### src/rtl/calc2_pkg.sv
// calc2_pkg: command/response encodings, default sizes and unit-decode helpers
package calc2_pkg;
  localparam int NCH_D = 4;
  localparam int DW_D = 32;
  localparam int DEPTH_D = 2;
  typedef enum logic [3:0] {
    CMD_NOP = 4'd0,
    CMD_ADD = 4'd1,
    CMD_SUB = 4'd2,
    CMD_SHL = 4'd5,
    CMD_SHR = 4'd6
  } cmd_e;
  typedef enum logic [1:0] {RSP_NONE, RSP_OK, RSP_INV, RSP_PROT} rsp_e;
  function automatic logic is_as(input logic [3:0] c);
    return c == CMD_ADD || c == CMD_SUB;
  endfunction
  function automatic logic is_sh(input logic [3:0] c);
    return c == CMD_SHL || c == CMD_SHR;
  endfunction
endpackage

### src/rtl/calc2_rr_arb.sv
// calc2_rr_arb: round-robin arbiter, pointer moves to granted+1 after each grant
module calc2_rr_arb #(
  parameter int N = 4
) (
  input  logic         clk,
  input  logic         rst,
  input  logic [N-1:0] req,
  output logic [N-1:0] gnt
);
  localparam int PW = N > 1 ? $clog2(N) : 1;
  logic [PW-1:0] ptr, nxt, k;
  always_comb begin
    gnt = '0;
    nxt = ptr;
    k = '0;
    for (int i = 0; i < N; i++) begin
      k = PW'((int'(ptr) + i) % N);
      if (gnt == '0 && req[k]) begin
        gnt[k] = 1'b1;
        nxt = PW'((int'(k) + 1) % N);
      end
    end
  end
  always_ff @(posedge clk) ptr <= rst ? '0 : nxt;
endmodule

### src/rtl/calc2_core.sv
// calc2_core: multi-channel two-beat add/sub/shift engine with shared, round-robin arbitrated units
module calc2_core
  import calc2_pkg::*;
#(
  parameter int NCH = NCH_D,
  parameter int DW = DW_D,
  parameter int DEPTH = DEPTH_D
) (
  input  logic              c_clk,
  input  logic              reset,
  input  logic [NCH*4-1:0]  req_cmd_in,
  input  logic [NCH*DW-1:0] req_data_in,
  output logic [NCH-1:0]    req_ready,
  output logic [NCH*2-1:0]  out_resp,
  output logic [NCH*DW-1:0] out_data,
  output logic [NCH-1:0]    req_err
);
  localparam int AW = DEPTH > 1 ? $clog2(DEPTH) : 1;
  localparam int CW = $clog2(DEPTH + 1);
  localparam int HW = NCH > 1 ? $clog2(NCH) : 1;
  localparam int SW = $clog2(DW);
  logic [3:0] f_cmd [NCH][DEPTH];
  logic [DW-1:0] f_a [NCH][DEPTH];
  logic [DW-1:0] f_b [NCH][DEPTH];
  logic [AW-1:0] rp [NCH];
  logic [AW-1:0] wp [NCH];
  logic [CW-1:0] cnt [NCH];
  logic [3:0] cap_cmd [NCH];
  logic [DW-1:0] cap_a [NCH];
  logic [3:0] hc [NCH];
  logic [1:0] rsp_r [NCH];
  logic [DW-1:0] dat_r [NCH];
  logic [NCH-1:0] cap, inv_s, err_pend, rdy, start, drop;
  logic [NCH-1:0] as_req, sh_req, as_gnt, sh_gnt, inv_pop, pop, as_hit, sh_hit;
  logic as_v, sh_v;
  logic [HW-1:0] as_ch, sh_ch;
  logic [3:0] as_cmd, sh_cmd;
  logic [DW-1:0] as_a, as_b, sh_a, sh_b, as_dat, sh_dat;
  logic [DW:0] sum;
  logic [1:0] as_rsp;
  function automatic logic [AW-1:0] inc(input logic [AW-1:0] p);
    return p == AW'(DEPTH - 1) ? '0 : p + 1'b1;
  endfunction
  calc2_rr_arb #(.N(NCH)) u_as_arb (.clk(c_clk), .rst(reset), .req(as_req), .gnt(as_gnt));
  calc2_rr_arb #(.N(NCH)) u_sh_arb (.clk(c_clk), .rst(reset), .req(sh_req), .gnt(sh_gnt));
  assign pop = inv_pop | as_gnt | sh_gnt;
  always_comb begin
    as_req = '0;
    sh_req = '0;
    inv_pop = '0;
    rdy = '0;
    start = '0;
    drop = '0;
    as_hit = '0;
    sh_hit = '0;
    req_ready = '0;
    out_resp = '0;
    out_data = '0;
    for (int c = 0; c < NCH; c++) begin
      hc[c] = f_cmd[c][rp[c]];
      as_req[c] = cnt[c] != '0 && is_as(hc[c]);
      sh_req[c] = cnt[c] != '0 && is_sh(hc[c]);
      inv_pop[c] = cnt[c] != '0 && !is_as(hc[c]) && !is_sh(hc[c]);
      rdy[c] = int'(cnt[c]) + int'(cap[c]) < DEPTH;
      start[c] = !cap[c] && req_cmd_in[c*4 +: 4] != CMD_NOP;
      drop[c] = start[c] && !rdy[c];
      as_hit[c] = as_v && as_ch == HW'(c);
      sh_hit[c] = sh_v && sh_ch == HW'(c);
      req_ready[c] = reset || rdy[c];
      out_resp[c*2 +: 2] = reset ? '0 : rsp_r[c];
      out_data[c*DW +: DW] = reset ? '0 : dat_r[c];
    end
  end
  // Overflow/underflow results are forced to zero data alongside the invalid response
  always_comb begin
    sum = {1'b0, as_a} + {1'b0, as_b};
    as_rsp = (as_cmd == CMD_ADD ? sum[DW] : as_b > as_a) ? RSP_INV : RSP_OK;
    as_dat = as_rsp == RSP_INV ? '0 : as_cmd == CMD_ADD ? sum[DW-1:0] : as_a - as_b;
    sh_dat = sh_cmd == CMD_SHL ? sh_a << sh_b[SW-1:0] : sh_a >> sh_b[SW-1:0];
  end
  always_ff @(posedge c_clk) begin
    if (reset) begin
      cap <= '0;
      inv_s <= '0;
      err_pend <= '0;
      req_err <= '0;
      as_v <= 1'b0;
      sh_v <= 1'b0;
      for (int c = 0; c < NCH; c++) begin
        rp[c] <= '0;
        wp[c] <= '0;
        cnt[c] <= '0;
        rsp_r[c] <= '0;
        dat_r[c] <= '0;
      end
    end else begin
      as_v <= |as_gnt;
      sh_v <= |sh_gnt;
      inv_s <= inv_pop;
      req_err <= req_err | drop;
      cap <= start & rdy;
      for (int c = 0; c < NCH; c++) begin
        if (start[c] && rdy[c]) begin
          cap_cmd[c] <= req_cmd_in[c*4 +: 4];
          cap_a[c] <= req_data_in[c*DW +: DW];
        end
        if (cap[c]) begin
          f_cmd[c][wp[c]] <= cap_cmd[c];
          f_a[c][wp[c]] <= cap_a[c];
          f_b[c][wp[c]] <= req_data_in[c*DW +: DW];
          wp[c] <= inc(wp[c]);
        end
        if (pop[c]) rp[c] <= inc(rp[c]);
        cnt[c] <= cnt[c] + CW'(cap[c]) - CW'(pop[c]);
        if (as_gnt[c]) begin
          as_ch <= HW'(c);
          as_cmd <= hc[c];
          as_a <= f_a[c][rp[c]];
          as_b <= f_b[c][rp[c]];
        end
        if (sh_gnt[c]) begin
          sh_ch <= HW'(c);
          sh_cmd <= hc[c];
          sh_a <= f_a[c][rp[c]];
          sh_b <= f_b[c][rp[c]];
        end
        rsp_r[c] <= as_hit[c] ? as_rsp : sh_hit[c] ? RSP_OK : inv_s[c] ? RSP_INV : err_pend[c] ? RSP_PROT : RSP_NONE;
        dat_r[c] <= as_hit[c] ? as_dat : sh_hit[c] ? sh_dat : '0;
        // A protocol error waits for an edge with no result of its own on this channel
        err_pend[c] <= drop[c] || (err_pend[c] && (as_hit[c] || sh_hit[c] || inv_s[c]));
      end
    end
  end
endmodule

### config.mk
export PLATFORM = sky130hd
export DESIGN_NAME = calc2_core
export DESIGN_NICKNAME = d
export VERILOG_FILES = /design/src/rtl/calc2_pkg.sv /design/src/rtl/calc2_rr_arb.sv /design/src/rtl/calc2_core.sv
export SDC_FILE = /design/constraint.sdc
export NUM_CORES = 2
export LEC_CHECK = 0
export CORE_MARGIN = 5
export CORE_UTILIZATION = 35
export DETAILED_ROUTE_END_ITERATION = 10
export RECOVER_POWER = 25
export REMOVE_ABC_BUFFERS = 1
export SYNTH_ARGS = -nofsm -noshare
export SYNTH_HDL_FRONTEND = slang
export SYNTH_SLANG_ARGS = --single-unit
### constraint.sdc
create_clock -name c_clk -period 12 [get_ports c_clk]
set_clock_uncertainty 0.05 [all_clocks]
set_input_delay 2.4 -clock c_clk [delete_from_list [all_inputs] [get_ports c_clk]]
set_output_delay 2.4 -clock c_clk [all_outputs]
set_load 0.005 [all_outputs]
==> out/results.tsv <==
stage	metric	value	unit
clock_tree	total CTS buffers	103	
synthesis	count of different cell masters after synthesis	96	
synthesis	Most used DFF post-synth	edfxtp_1	
placed_design	Detail Placement HPWL	110000	um
synthesis	yosys warns	0	
clock_tree	post-CTS sizing	0	
die	Die X	383	um
timing	Fin. Hold Viols	0	
clock_tree	H-tree level count	3	
timing	worst slew pin tran	1.24	ns
power	Max VDD drop	0.000127	V
timing	Tcrit/Tclk final	62.9	%
worst_setup_path	crit path DAT	8.10	ns
grt	number of global-route vias before repair	33000	
grt	largest net degree at the start of global routing	100	
power	Lkg Pwr	18.9	nW
synthesis	asr flop ratio synth	0	%
timing	Max Fclk	132	MHz
synthesis	synthesized flop and latch total	975	
grt	remaining global-route overflow	0	
synthesis	most frequent cell after synthesis	edfxtp_1	
synthesis	cell area after synthesis	48600	um2
clock_tree	hold_buf cts	0	
synthesis	Post-synth EDFFs	809	
worst_setup_path	worst reg2reg path startpoint	rp[0][0]	
synthesis	Yosys top cell by area	edfxtp_1	
timing	Slew headroom	17.5	%
clock_tree	Reg clk slew, reported paths	0.06	ns
die	Core ar.	138000	um2
die	Initial Util	35.3	%
timing	final worst path period need	7.55	ns
detailed_routing	DR DRC count	0	
job	Max-Cap Viols	0	
detailed_routing	Initial DRT Pass Iterations	6	
cells_and_area	Finished Core Util	41.1	%
worst_hold_path	HP Start	cap_a[3][3]	
synthesis	syn_area_per_cell	12.5	um2
worst_setup_path	Worst Setup Start Kind	flop	
worst_hold_path	hold path depth	0	
detailed_routing	DRT Wirelength	159000	um
synthesis	top post-synthesis cells by area	edfxtp_1 (50%), dfxtp_1 (6.8%), mux2i_1 (5.3%)	
worst_setup_path	worst reg2reg setup slack	4.45	ns
detailed_routing	Final ANT Viol Nets	0	
detailed_routing	starting DRC count in detailed routing	3346	
cells_and_area	Area Overhead vs Synth	16.5	%
clock_tree	clk root buf	clkbuf_16	
synthesis	share of the synthesized area in the top cell type	50.0	%
clock_tree	Max clock buf depth	3	
worst_setup_path	Crit Path Category	flop to flop	
die	io pins	290	
placed_design	Final Wtd Congestion	0.972	
worst_hold_path	Worst Hold End	f_a[3][35]	
worst_hold_path	Hold WC Path Type	flop to flop	
clock_tree	Num Clock Sinks	975	
synthesis	Synth Instances	3885	
timing	RSZ-0062 raised after global routing	no	
power	Power Total	13.0	mW
die	Die ar.	146000	um2
detailed_routing	Avg Vias per Cell	5.78	
status	status	finished, final reports clean	
clock_tree	setup repair bufs after CTS	0	
worst_setup_path	FF-to-FF End	cnt[0][5]	
cells_and_area	layout net count	4280	
timing	fin. max-slew vios	0	
worst_setup_path	reg2reg path depth	20	
grt	global-route wire length before repair	229000	um
worst_setup_path	critical path peak fanout	43	
worst_setup_path	endpoint class of the critical path	flop	
synthesis	Post-synth top cells	edfxtp_1 (809), nor2_1 (314), mux2i_1 (255)	
grt	GRT Util Overall	20.9	%
clock_tree	CTS tree	done	
detailed_routing	Vias	34300	
clock_tree	Skew-Pair Late Insertion Delay	0.74	ns
die	# rows	136	
detailed_routing	wire per inst	26.7	um
die	Vert. Die Dim	383	um
timing	final setup fails	0	
worst_setup_path	WP data required	12.55	ns
power	P per Cell Area	230	nW/um2
placed_design	IO buf count	289	
cells_and_area	layout cells sized above 1	15.2	%
synthesis	register area share after synthesis	56.8	%
grt	antenna violations before repair	32	
[critical path: stages (launching register included)]
cell	delay [ns]
edfxtp_1	0.94
buf_4	0.51
nor2_1	0.11
a32oi_2	0.33
nor3_1	0.12
mux4_2	0.69
a21oi_2	0.35
a22o_2	0.19
buf_4	0.63
or4b_1	0.26
buf_4	0.38
buf_4	0.47
o31a_2	0.68
buf_4	0.55
nand3_1	0.15
ha_1	0.32
inv_1	0.06
ha_1	0.16
xor2_1	0.18
xnor2_1	0.13
nor2_1	0.05
[metrics by stage]
step                cells  hold WS, ns  setup WS (ns)  cell area [um2]  TNS [ns]
global route         5936        0.389           4.15            56600         0
global placement     5735        0.373           4.57            53200         0
CTS                  5929        0.367           4.52            56600         0
detailed placement   5735        0.379           4.55            53200         0
floorplan            3566        0.371          -4.74            47200   -369.32
finish               5940        0.373           4.45            56600         0
[power by group]
part / switching [mW] / internal [mW] / leakage, nW
sequential: 0.275 / 4.27 / 8.77
combinational: 3.48 / 1.83 / 8.52
clock: 1.36 / 1.82 / 1.64
[sequential cells by signal, indices dropped and copies added, names as in the netlist, 8 cells and up]
| signal | cells |
|---|---|
| f_b | 256 |
| dat_r | 128 |
| cnt | 8 |
| cap_cmd | 16 |
| rsp_r | 8 |
| sh_a | 32 |
| f_a | 256 |
| cap_a | 128 |
| as_b | 32 |
| f_cmd | 32 |
| as_a | 32 |
[cells by family after synthesis]
group / share of synthesized area (%)
buffers and inverters: 3.60
AND/OR/NAND/NOR: 9.24
flip-flops: 56.8
multiplexers: 13.0
adder cells (fa/ha/maj): 2.30
XOR/XNOR: 0.811
AO/OA/AOI/OAI: 14.2
[how the worst max path moves through the flow]
stage	from	endpoint	slack (ns)	cells after the start
after floorplan	rp[0][1]	as_a[0]	-4.74	8
after global placement	rp[0][0]	cnt[0][5]	4.57	20
after detailed placement	rp[0][0]	cnt[0][5]	4.55	20
after CTS	rp[0][0]	cnt[0][5]	4.52	20
after global routing	rp[0][0]	cnt[0][5]	4.15	20
final	rp[0][0]	cnt[0][5]	4.45	20
[area by class of cell]
class,count,area [um2]
timing repair buffer,375,3550
inverter,99,372
sequential,975,27600
clock buffer,131,2740
tap,1794,2240
fill,12700,81000
multi-input combinational,2492,19400
antenna,11,27.5
clock inverter,63,636
[layer usage]
layer	track usage [%]	routed length [um]
met3	4.50	12500
met2	32.3	70800
met5	0	108
met4	7.80	6230
met1	29.0	69100
[placed cells by master (no fill, tap or decap), types with 86 or more instances in the layout]
master,netlist,routed
mux2i_1,255,255
nor2_1,314,314
nor2b_1,152,152
a21oi_1,155,155
clkdlybuf4s50_1,0,211
inv_1,96,96
o21ai_0,86,86
mux2_2,223,223
nand2_1,161,160
dfxtp_1,166,166
edfxtp_1,809,809
a211oi_1,176,175
clkbuf_16,0,104
Note: power is estimated with default switching activity, not from simulation.
